`src/rtl/burst_meter_pkg.sv`:
```
// Shared types and defaults for the burst run-length meter.
package burst_meter_pkg;

    localparam int CNT_W_DEF  = 8;
    localparam int DROP_W_DEF = 4;
    localparam int STATS_W    = 16;

    typedef enum logic {
        IDLE = 1'b0,
        MEAS = 1'b1
    } state_t;

    // The saturation flag sits directly above the length field of a result.
    function automatic int sat_bit(input int cnt_w);
        return cnt_w;
    endfunction

endpackage

```
`src/rtl/burst_meter_if.sv`:
```
// Valid/ready result bus between the burst meter and its consumer.
interface burst_meter_if
    import burst_meter_pkg::*;
#(
    parameter int DATA_W = CNT_W_DEF + 1
) ();

    logic              res_valid;
    logic              res_ready;
    logic [DATA_W-1:0] res_data;

    modport master (output res_valid, output res_data, input res_ready);
    modport slave  (input res_valid, input res_data, output res_ready);

endinterface

```
`src/rtl/burst_meter_fifo.sv`:
```
// Two-entry result FIFO with registered head; a push into a full FIFO is
// accepted only when a pop happens in the same cycle.
module burst_meter_fifo
    import burst_meter_pkg::*;
#(
    parameter int DATA_W = CNT_W_DEF + 1
) (
    input  logic              clk,
    input  logic              rst,
    input  logic              push,
    input  logic              pop,
    input  logic [DATA_W-1:0] wdata,
    output logic [DATA_W-1:0] rdata,
    output logic              full,
    output logic              empty
);

    logic [DATA_W-1:0] head_r;
    logic [DATA_W-1:0] tail_r;
    logic [1:0]        count_r;
    logic [DATA_W-1:0] head_n;
    logic [DATA_W-1:0] tail_n;
    logic [1:0]        count_n;
    logic              pop_eff_s;
    logic              push_eff_s;

    assign full       = (count_r == 2'd2);
    assign empty      = (count_r == 2'd0);
    assign rdata      = head_r;
    assign pop_eff_s  = pop && !empty;
    assign push_eff_s = push && (!full || pop_eff_s);

    // Next-state of the entries; vacated slots are zeroed so the head reads 0 when empty.
    always_comb begin
        head_n  = head_r;
        tail_n  = tail_r;
        count_n = count_r;
        case ({push_eff_s, pop_eff_s})
            2'b10: begin
                if (count_r == 2'd0) begin
                    head_n  = wdata;
                    count_n = 2'd1;
                end else begin
                    tail_n  = wdata;
                    count_n = 2'd2;
                end
            end
            2'b01: begin
                if (count_r == 2'd2) begin
                    head_n = tail_r;
                end else begin
                    head_n = '0;
                end
                tail_n  = '0;
                count_n = count_r - 2'd1;
            end
            2'b11: begin
                if (count_r == 2'd2) begin
                    head_n = tail_r;
                    tail_n = wdata;
                end else begin
                    head_n = wdata;
                    tail_n = '0;
                end
            end
            default: begin
                head_n  = head_r;
                tail_n  = tail_r;
                count_n = count_r;
            end
        endcase
    end

    // Entry and occupancy registers.
    always_ff @(posedge clk) begin
        if (rst) begin
            head_r  <= '0;
            tail_r  <= '0;
            count_r <= 2'd0;
        end else begin
            head_r  <= head_n;
            tail_r  <= tail_n;
            count_r <= count_n;
        end
    end

endmodule

```
`src/rtl/burst_meter.sv`:
```
// Burst run-length meter: times each run/last burst and queues {sat, len}.
// Optional BURST_METER_STATS_EN adds burst_cnt and max_len statistics outputs.
module burst_meter
    import burst_meter_pkg::*;
#(
    parameter int CNT_W  = CNT_W_DEF,
    parameter int DROP_W = DROP_W_DEF
) (
    input  logic              clk,
    input  logic              rst,
    input  logic              run_i,
    input  logic              last_i,
    burst_meter_if.master     res,
    output logic              proto_err,
    output logic              drop,
    output logic [DROP_W-1:0] drop_cnt
`ifdef BURST_METER_STATS_EN
    ,
    output logic [STATS_W-1:0] burst_cnt,
    output logic [CNT_W-1:0]   max_len
`endif
);

    localparam int                SAT_BIT  = sat_bit(CNT_W);
    localparam logic [CNT_W-1:0]  CNT_MAX  = {CNT_W{1'b1}};
    localparam logic [CNT_W-1:0]  CNT_ONE  = {{(CNT_W-1){1'b0}}, 1'b1};
    localparam logic [DROP_W-1:0] DROP_MAX = {DROP_W{1'b1}};
    localparam logic [DROP_W-1:0] DROP_ONE = {{(DROP_W-1){1'b0}}, 1'b1};

    state_t             state_r;
    state_t             state_n;
    logic [CNT_W-1:0]   cnt_r;
    logic [CNT_W-1:0]   cnt_n;
    logic               sat_r;
    logic               sat_n;
    logic               proto_r;
    logic               drop_r;
    logic [DROP_W-1:0]  drop_cnt_r;
    logic               push_s;
    logic               proto_s;
    logic               pop_s;
    logic               drop_s;
    logic               full_s;
    logic               empty_s;
    logic [CNT_W:0]     push_data_s;
    logic [CNT_W:0]     head_s;

    assign push_data_s          = {sat_r, cnt_r};
    assign pop_s                = !empty_s && res.res_ready;
    assign drop_s               = push_s && full_s && !pop_s;
    assign res.res_valid        = !empty_s;
    assign res.res_data         = head_s;
    assign proto_err            = proto_r;
    assign drop                 = drop_r;
    assign drop_cnt             = drop_cnt_r;

    // Burst FSM: start, count, close with a push, or abort on a protocol violation.
    always_comb begin
        state_n = state_r;
        cnt_n   = cnt_r;
        sat_n   = sat_r;
        push_s  = 1'b0;
        proto_s = 1'b0;
        case (state_r)
            IDLE: begin
                if (last_i) begin
                    proto_s = 1'b1;
                end else if (run_i) begin
                    state_n = MEAS;
                    cnt_n   = CNT_ONE;
                    sat_n   = 1'b0;
                end else begin
                    state_n = IDLE;
                end
            end
            MEAS: begin
                if (run_i && !last_i) begin
                    if (cnt_r == CNT_MAX) begin
                        sat_n = 1'b1;
                    end else begin
                        cnt_n = cnt_r + CNT_ONE;
                    end
                end else begin
                    state_n = IDLE;
                    cnt_n   = '0;
                    sat_n   = 1'b0;
                    if (last_i && !run_i) begin
                        push_s = 1'b1;
                    end else begin
                        proto_s = 1'b1;
                    end
                end
            end
            default: begin
                state_n = IDLE;
                cnt_n   = '0;
                sat_n   = 1'b0;
            end
        endcase
    end

    // FSM, counter and single-cycle event registers.
    always_ff @(posedge clk) begin
        if (rst) begin
            state_r    <= IDLE;
            cnt_r      <= '0;
            sat_r      <= 1'b0;
            proto_r    <= 1'b0;
            drop_r     <= 1'b0;
            drop_cnt_r <= '0;
        end else begin
            state_r <= state_n;
            cnt_r   <= cnt_n;
            sat_r   <= sat_n;
            proto_r <= proto_s;
            drop_r  <= drop_s;
            if (drop_s && (drop_cnt_r != DROP_MAX)) begin
                drop_cnt_r <= drop_cnt_r + DROP_ONE;
            end
        end
    end

    burst_meter_fifo #(
        .DATA_W (CNT_W + 1)
    ) u_fifo (
        .clk   (clk),
        .rst   (rst),
        .push  (push_s),
        .pop   (pop_s),
        .wdata (push_data_s),
        .rdata (head_s),
        .full  (full_s),
        .empty (empty_s)
    );

`ifdef BURST_METER_STATS_EN
    logic [STATS_W-1:0] burst_cnt_r;
    logic [CNT_W-1:0]   max_len_r;
    logic               accept_s;

    assign accept_s  = push_s && !drop_s;
    assign burst_cnt = burst_cnt_r;
    assign max_len   = max_len_r;

    // Statistics over accepted results; a saturated length is already CNT_MAX.
    always_ff @(posedge clk) begin
        if (rst) begin
            burst_cnt_r <= '0;
            max_len_r   <= '0;
        end else if (accept_s) begin
            burst_cnt_r <= burst_cnt_r + {{(STATS_W-1){1'b0}}, 1'b1};
            if (push_data_s[CNT_W-1:0] > max_len_r) begin
                max_len_r <= push_data_s[CNT_W-1:0];
            end
        end
    end

    logic unused_sat_s;
    assign unused_sat_s = push_data_s[SAT_BIT];
`endif

endmodule

```
`src/flat_wrapper.sv`:
```
// flat-port wrapper written by rule: the top's interface ports become plain ports
module burst_meter_flat import burst_meter_pkg::*;
#(
    parameter int CNT_W  = CNT_W_DEF,
    parameter int DROP_W = DROP_W_DEF
)
  (clk, rst, run_i, last_i, proto_err, drop, drop_cnt, res_res_valid, res_res_data, res_res_ready);
  burst_meter_if #(.DATA_W(CNT_W + 1)) res_i ();
  input  logic clk;
  input  logic rst;
  input  logic run_i;
  input  logic last_i;
  output logic proto_err;
  output logic drop;
  output logic [DROP_W-1:0] drop_cnt;
  output wire logic [$bits(res_i.res_valid)-1:0] res_res_valid;
  output wire logic [$bits(res_i.res_data)-1:0] res_res_data;
  input wire logic [$bits(res_i.res_ready)-1:0] res_res_ready;
  assign res_res_valid = res_i.res_valid;
  assign res_res_data = res_i.res_data;
  assign res_i.res_ready = res_res_ready;
  burst_meter #(.CNT_W(CNT_W), .DROP_W(DROP_W)) u_core (.clk(clk), .rst(rst), .run_i(run_i), .last_i(last_i), .res(res_i), .proto_err(proto_err), .drop(drop), .drop_cnt(drop_cnt));
endmodule
```
`config.mk`:
```
export PLATFORM = sky130hd
export DESIGN_NAME = burst_meter_flat
export DESIGN_NICKNAME = d
export VERILOG_FILES = /design/src/rtl/burst_meter_pkg.sv /design/src/rtl/burst_meter_if.sv /design/src/rtl/burst_meter_fifo.sv /design/src/rtl/burst_meter.sv /design/src/flat_wrapper.sv
export SDC_FILE = /design/constraint.sdc
export NUM_CORES = 1
export LEC_CHECK = 0
export ABC_AREA = 1
export BUFFER_PORTS_ARGS = -buffer_cell sky130_fd_sc_hd__buf_2
export CORE_MARGIN = 2
export CORE_UTILIZATION = 58
export CTS_CLUSTER_SIZE = 20
export DETAILED_ROUTE_END_ITERATION = 8
export GPL_TIMING_DRIVEN = 0
export PLACE_DENSITY = 0.79
export SLEW_MARGIN = 20
export SYNTH_ARGS = -nofsm -noshare
export SYNTH_HDL_FRONTEND = slang
export SYNTH_SLANG_ARGS = --single-unit
```
`constraint.sdc`:
```
create_clock -name clk -period 1.7 [get_ports clk]
set_input_delay 0.17 -clock clk [delete_from_list [all_inputs] [get_ports clk]]
set_output_delay 0.17 -clock clk [all_outputs]
set_load 0.01 [all_outputs]
```
-- Yosys cells after proc, flatten, opt, wreduce, memory -nomap -nowiden
Cells that the tools add are included.
- flip-flop bits (word level): 36
- bits in latches: 0
- bits in writable memories: 0
- ROM bits: 0
- bits of input ports: 5
- output and inout port bits: 16
- logic and storage cells: 76
- memories kept: 0
- add/subtract/negate cells: 3
- multiply operators: 0
- divide/modulo/power cells: 0
- order comparisons: 0
- equal/unequal tests: 12
- shifts and indexed selects: 0
- multiplexer cells: 30
- bitwise gates (word level): 1
- reductions and logical operators: 21
- operators with widths (cell ; count):
    $pmux 9 s3 ; 2
    $mux 9 ; 5
    $mux 8 ; 4
    $pmux 8 s2 ; 1
    $mux 1 ; 13
    $add 8x1->8 const B ; 1
    $eq 8x8->1 const B ; 1
    $logic_and 1x1->1 ; 8
    $eq 2x2->1 const B ; 3
    $ne 2x2->1 const B ; 3
    $ne 3x3->1 const B ; 2
    $pmux 1 s2 ; 3
    $reduce_and 3->1 ; 2
    $logic_not 1->1 ; 5
    $add 4x1->4 const B ; 1
    $ne 4x4->1 const B ; 1
    $pmux 2 s2 ; 1
    $reduce_and 2->1 ; 2
    $reduce_bool 3->1 ; 1
    $eq 2x1->1 const B ; 1
    $logic_not 2->1 ; 1
    $mux 2 ; 1
    $ne 2x1->1 const B ; 1
    $reduce_bool 2->1 ; 1
    other kinds (3) ; 3

-- Longest topological paths before layout
- depth after elaboration: 9
- gate-level depth with buffers: 11
- gate-level depth less buffers: 10

-- By module
From an unflattened synthesis, not the netlist that was laid out.
- cell total of the unflattened synthesis: 268
- area, all modules: 1938.1 um^2
- modules (own cells, without submodules) (module ; instances ; cells an instance ; area an instance (um^2)):
    burst_meter_fifo ; 1 ; 157 ; 1087.3
    burst_meter ; 1 ; 111 ; 850.8

-- Least setup slack after synthesis
Ideal clock, no wire load.
- path kind: reg-to-reg
- start point: register u_core.u_fifo.count_r[0]
- end point: register u_core.u_fifo.head_r[6] (netlist: u_core.u_fifo.rdata[6])
- arrival time: 1277 ps
- data required time: 1584 ps
- slack: 307 ps
- stages on the path, launching flop included: 11
- clock period less this slack: 1393 ps
- path through: dfxtp_1 inv_1 ha_1 inv_2 nand2_4 buf_4 nand2_1 o21a_1 nand2_1 nor2_1 nor2_1
- cells in the longest elaborated chain, start to end: 9
- elaborated cells between the ends (all ways): 17
- ends and longest elaborated chain (what ; line ; source):
    start: declaration ; burst_meter_fifo.sv:20 ; logic [1:0] count_r;
    start signal: assignment ; burst_meter_fifo.sv:83 ; count_r <= count_n;
    $logic_not 2->1 * ; burst_meter_fifo.sv:28 ; assign empty = (count_r == 2'd0);
    $logic_not 1->1 * ; n/a ;
    net res_res_valid ; flat_wrapper.sv:16 ; output wire logic [$bits(res_i.res_valid)-1:0] res_res_valid;
    $logic_and 1x1->1 ; burst_meter.sv:49 ; assign pop_s = !empty_s && res.res_ready;
    $logic_and 1x1->1 * ; burst_meter_fifo.sv:30 ; assign pop_eff_s = pop && !empty;
    $logic_or 1x1->1 ; burst_meter_fifo.sv:31 ; assign push_eff_s = push && (!full || pop_eff_s);
    $logic_and 1x1->1 ; burst_meter_fifo.sv:31 ;
    $eq 2x2->1 or $eq 2x1->1 (tied branches) ; burst_meter_fifo.sv:38 ; case ({push_eff_s, pop_eff_s})
    $ne 2x1->1 (no line) or $reduce_bool 3->1 (tied branches) ; n/a ;
    $reduce_and 2->1 (no line) ; n/a ;
    end signal: assignment ; burst_meter_fifo.sv:81 ; head_r <= head_n;
    end: declaration ; burst_meter_fifo.sv:18 ; logic [DATA_W-1:0] head_r;
Mark *: on every way through the listed nets, which the timed path passes. The rest lies on a longest branch.
A chain may end at the register's enable or synchronous reset.

-- Final worst setup path
- start point: register u_core.u_fifo.count_r[0]
- end point: register u_core.u_fifo.head_r[6] (netlist: u_core.u_fifo.rdata[6])
- cells in the longest elaborated chain, start to end: 9
- elaborated cells between the ends (all ways): 17
- ends and longest elaborated chain (what ; line):
    $logic_not 2->1 ; burst_meter_fifo.sv:28, burst_meter_fifo.sv:40
    $logic_not 1->1 ; burst_meter_fifo.sv:30, burst_meter.sv:49
    $logic_and 1x1->1 ; burst_meter.sv:49
    $logic_and 1x1->1 ; burst_meter_fifo.sv:30
    $logic_or 1x1->1 ; burst_meter_fifo.sv:31
    $logic_and 1x1->1 ; burst_meter_fifo.sv:31
    $eq 2x2->1 or $eq 2x1->1 (tied branches) ; burst_meter_fifo.sv:38
    $ne 2x1->1 (no line) or $reduce_bool 3->1 (tied branches) ; n/a
    $reduce_and 2->1 (no line) ; n/a
Parallel ways exist; a longest one is shown, timed or not.

==> impl_metrics.yaml <==
run_status:
  outcome: "finished clean"
global_route:
  grt.overflow.total: 0
  grt_max_degree: 12
  grt_pass1_wl_um: 7730
  first_global_vias: 1733
  antenna_found_initial: 0
  grt_usage: 0.248
sta:
  clock_skew_ns: 0.00839
  worstMarginPinSlew_ns: 0.504
  fmax_ghz: 0.626
  setup_viol: 0
  finalCritPeriodShare: 0.939
  slew_viol_final: 0
  slew_headroom: 0.664
  fin_ws_ns: 0.104
  hold_viol: 0
  min_period_ns: 1.60
yosys:
  seq_area_frac_synth: 0.363
  avgSynthCellArea_um2: 6.58
  ys_seq_elements: 36
  synth-main-ff-cell: "dfxtp_1"
  yosys_warnings: 0
  synth_edf_count: 0
  synthDominantCellAreaShare: 0.363
  synth.most_common_cell: "nand2_1"
  synth.distinct_cells: 26
  synth_fp_nets: 313
  synthArstFlopShare: 0
  synth.area.top_cells: "dfxtp_1 (36%), nand2_1 (14%), nor2_1 (11%)"
  synth_area_um2: 1990
  synthCells: 302
  yosys-top-cells-count: "nand2_1 (74), nor2_1 (57), dfxtp_1 (36)"
  synth_area_leader_cell: "dfxtp_1"
clock_network:
  clkTransAtPathRegs_ns: 0.11
  clockRootBuffer: "clkbuf_4"
  hold_buffers: 0
  htreeDepth: 2
  cts_made_buffers: 5
  insertion_delay_ns: 0.34
  cts_num_sinks: 36
  cts_tree: "yes"
  clk_path_buf_depth: 2
placement:
  place_ws_ns: 0.116
  place_congestion: 0.834
  dp_hpwl_um: 3090
  place_area_um2: 2140
  io_buffers: 20
detailed_routing:
  drt-initial-drc-count: 169
  routedWlPerCell_um: 11.8
  drcViolationCount: 0
  avgViaCountPerCell: 5.12
  dr_total_vias: 1924
  totalWireLength_um: 4420
  ant_nets: 0
  firstDrtPassIters: 4
critical_path:
  cp_data_arrival_time_ns: 1.84
  crit_path_top_delay_cell: "dfxtp_1"
  path_class: "reg2reg"
  end_kind: "flip-flop"
  r2r-end: "u_core.u_fifo.rdata[6]"
  crit_path_start_kind: "flip-flop"
  r2r_cells: 10
  crit_path_max_incr_delay_ns: 0.33
  cp_data_required_time_ns: 1.95
  r2r_slack_ns: 0.10
  crit_path_max_fanout: 10
  r2r_start: "u_core.u_fifo.count_r[0]"
  path_cells: "inv_1, ha_2, inv_2, nand2_4, nand2_1, nand3_2, nand2_2, buf_6, o21ai_0, nor2_1"
finish:
  fin_util: 0.681
  syn_to_final_growth_pct: 13.5
  regArea_um2: 721
  multi_input_area_um2: 1130
  final_layout_size_suffix_gt1_frac: 0.173
  fin_nets: 340
  finalInstanceArea_um2: 2250
  fill_cells: 312
  insertedDiodeCount: 0
die:
  core-area_um2: 3310
  initial_core_util: 0.600
  chipHeight_um: 62.5
  die-area_um2: 3910
  dieWidth_um: 62.5
  num_rows: 21
  io_pins: 21
worst_hold_path:
  hp-class: "in2reg"
  hold_depth: 4
  hold-path-endpoint: "u_core.cnt_r[4]"
  hold_start: "rst"
power_and_ir_drop:
  p_leak_nw: 1.02
  irDropWorstVdd_mv: 0.464
  power_density_nw_per_um2: 749
job:
  maxCapViolCount: 0
## worst max-delay path by stage
stage / start / to / slack [ns] / cells after the start
final: u_core.u_fifo.count_r[0] / u_core.u_fifo.rdata[6] / 0.10 / 10
after global routing: u_core.u_fifo.count_r[0] / u_core.drop_cnt[1] / -0.02 / 8
after CTS: u_core.u_fifo.count_r[0] / u_core.drop_cnt[2] / 0.09 / 8
after detailed placement: u_core.u_fifo.count_r[0] / u_core.drop_cnt[2] / 0.12 / 8
after global placement: u_core.u_fifo.count_r[0] / u_core.drop_cnt[2] / 0.16 / 8
after floorplan: u_core.u_fifo.count_r[0] / u_core.u_fifo.rdata[6] / 0.31 / 10
## metal layers
layer / GRT usage / vias up / part of all wire
li1: - / 1028 / -
met1: 0.317 / 853 / 0.47
met2: 0.409 / 35 / 0.47
met3: 0.0595 / 8 / 0.043
met4: 0.0917 / 0 / 0.022
met5: 0 / - / 0
## worst max-delay path: cells and delay by family, from the launching register on
kind            cells  cell delay [ns]
compound gates      1             0.17
fa+ha+maj           1             0.25
buf+inv             3             0.36
flops               1             0.33
simple gates        5             0.38
## cell usage in the layout, fill, tap and decap left out, types with 2 or more instances in the layout
cell,n
nor2_2,2
nand3_2,2
nand2_2,3
o21ai_1,7
nand2_4,3
o21a_1,8
inv_2,5
nand3_1,29
buf_2,21
buf_4,5
inv_1,19
nor2_4,2
nor2_1,56
clkbuf_4,6
dfxtp_1,36
a21oi_1,15
clkbuf_1,4
nand2_1,74
o21ai_0,17
ha_1,4
nand4_1,2
## stage by stage
step | power, mW | setup TNS, ns | cells | hold slack, ns
finish | 1.69 | 0 | 376 | 0.104
global route | 1.77 | -0.0757 | 376 | 0.122
CTS | 1.69 | 0 | 376 | 0.0911
detailed placement | 1.10 | 0 | 368 | 0.466
global placement | 1.10 | 0 | 368 | 0.459
floorplan | 1.05 | 0 | 302 | 0.325
## timing repair
action	CTS	global route
setup endpoints to repair	0	12
resized for setup	0	8
buffers inserted	0	0
## report_power, final
| part | total (mW) | switching (mW) | internal, mW |
|---|---|---|---|
| Combinational | 0.194 | 0.123 | 0.0711 |
| Clock | 0.598 | 0.290 | 0.308 |
| Sequential | 0.897 | 0.0203 | 0.876 |
| Total | 1.69 | 0.433 | 1.26 |
## layout make-up
| class | instances | area share |
|---|---|---|
| plain buffers | 11 | 0.0322 |
| repair buffers | 20 | 0.0444 |
| flip-flops and latches | 36 | 0.320 |
| clock buffers | 6 | 0.0183 |
| well taps | 46 | 0.0255 |
| multi-input cells | 230 | 0.501 |
| inverters | 25 | 0.0433 |
| clock inverters | 2 | 0.0155 |
## flip-flops by register name, summed over array words and instances (netlist names)
signal / flops
u_core.cnt_r: 8
u_core.u_fifo.tail_r: 9
u_core.state_r: 1
u_core.proto_err: 1
u_core.u_fifo.rdata: 9
u_core.u_fifo.count_r: 2
u_core.drop: 1
u_core.drop_cnt: 4
u_core.sat_r: 1
## logic make-up (layout without fill, tap and decap cells)
| logic type | after synthesis | after routing | synth area share |
|---|---|---|---|
| xor+xnor | 1 | 1 | 0.00441 |
| compound gates | 49 | 49 | 0.136 |
| fa+ha+maj | 6 | 6 | 0.0378 |
| flops | 36 | 36 | 0.363 |
| simple gates | 174 | 174 | 0.376 |
| buf+inv | 36 | 64 | 0.0825 |
Power figures use the tool's default switching activity.
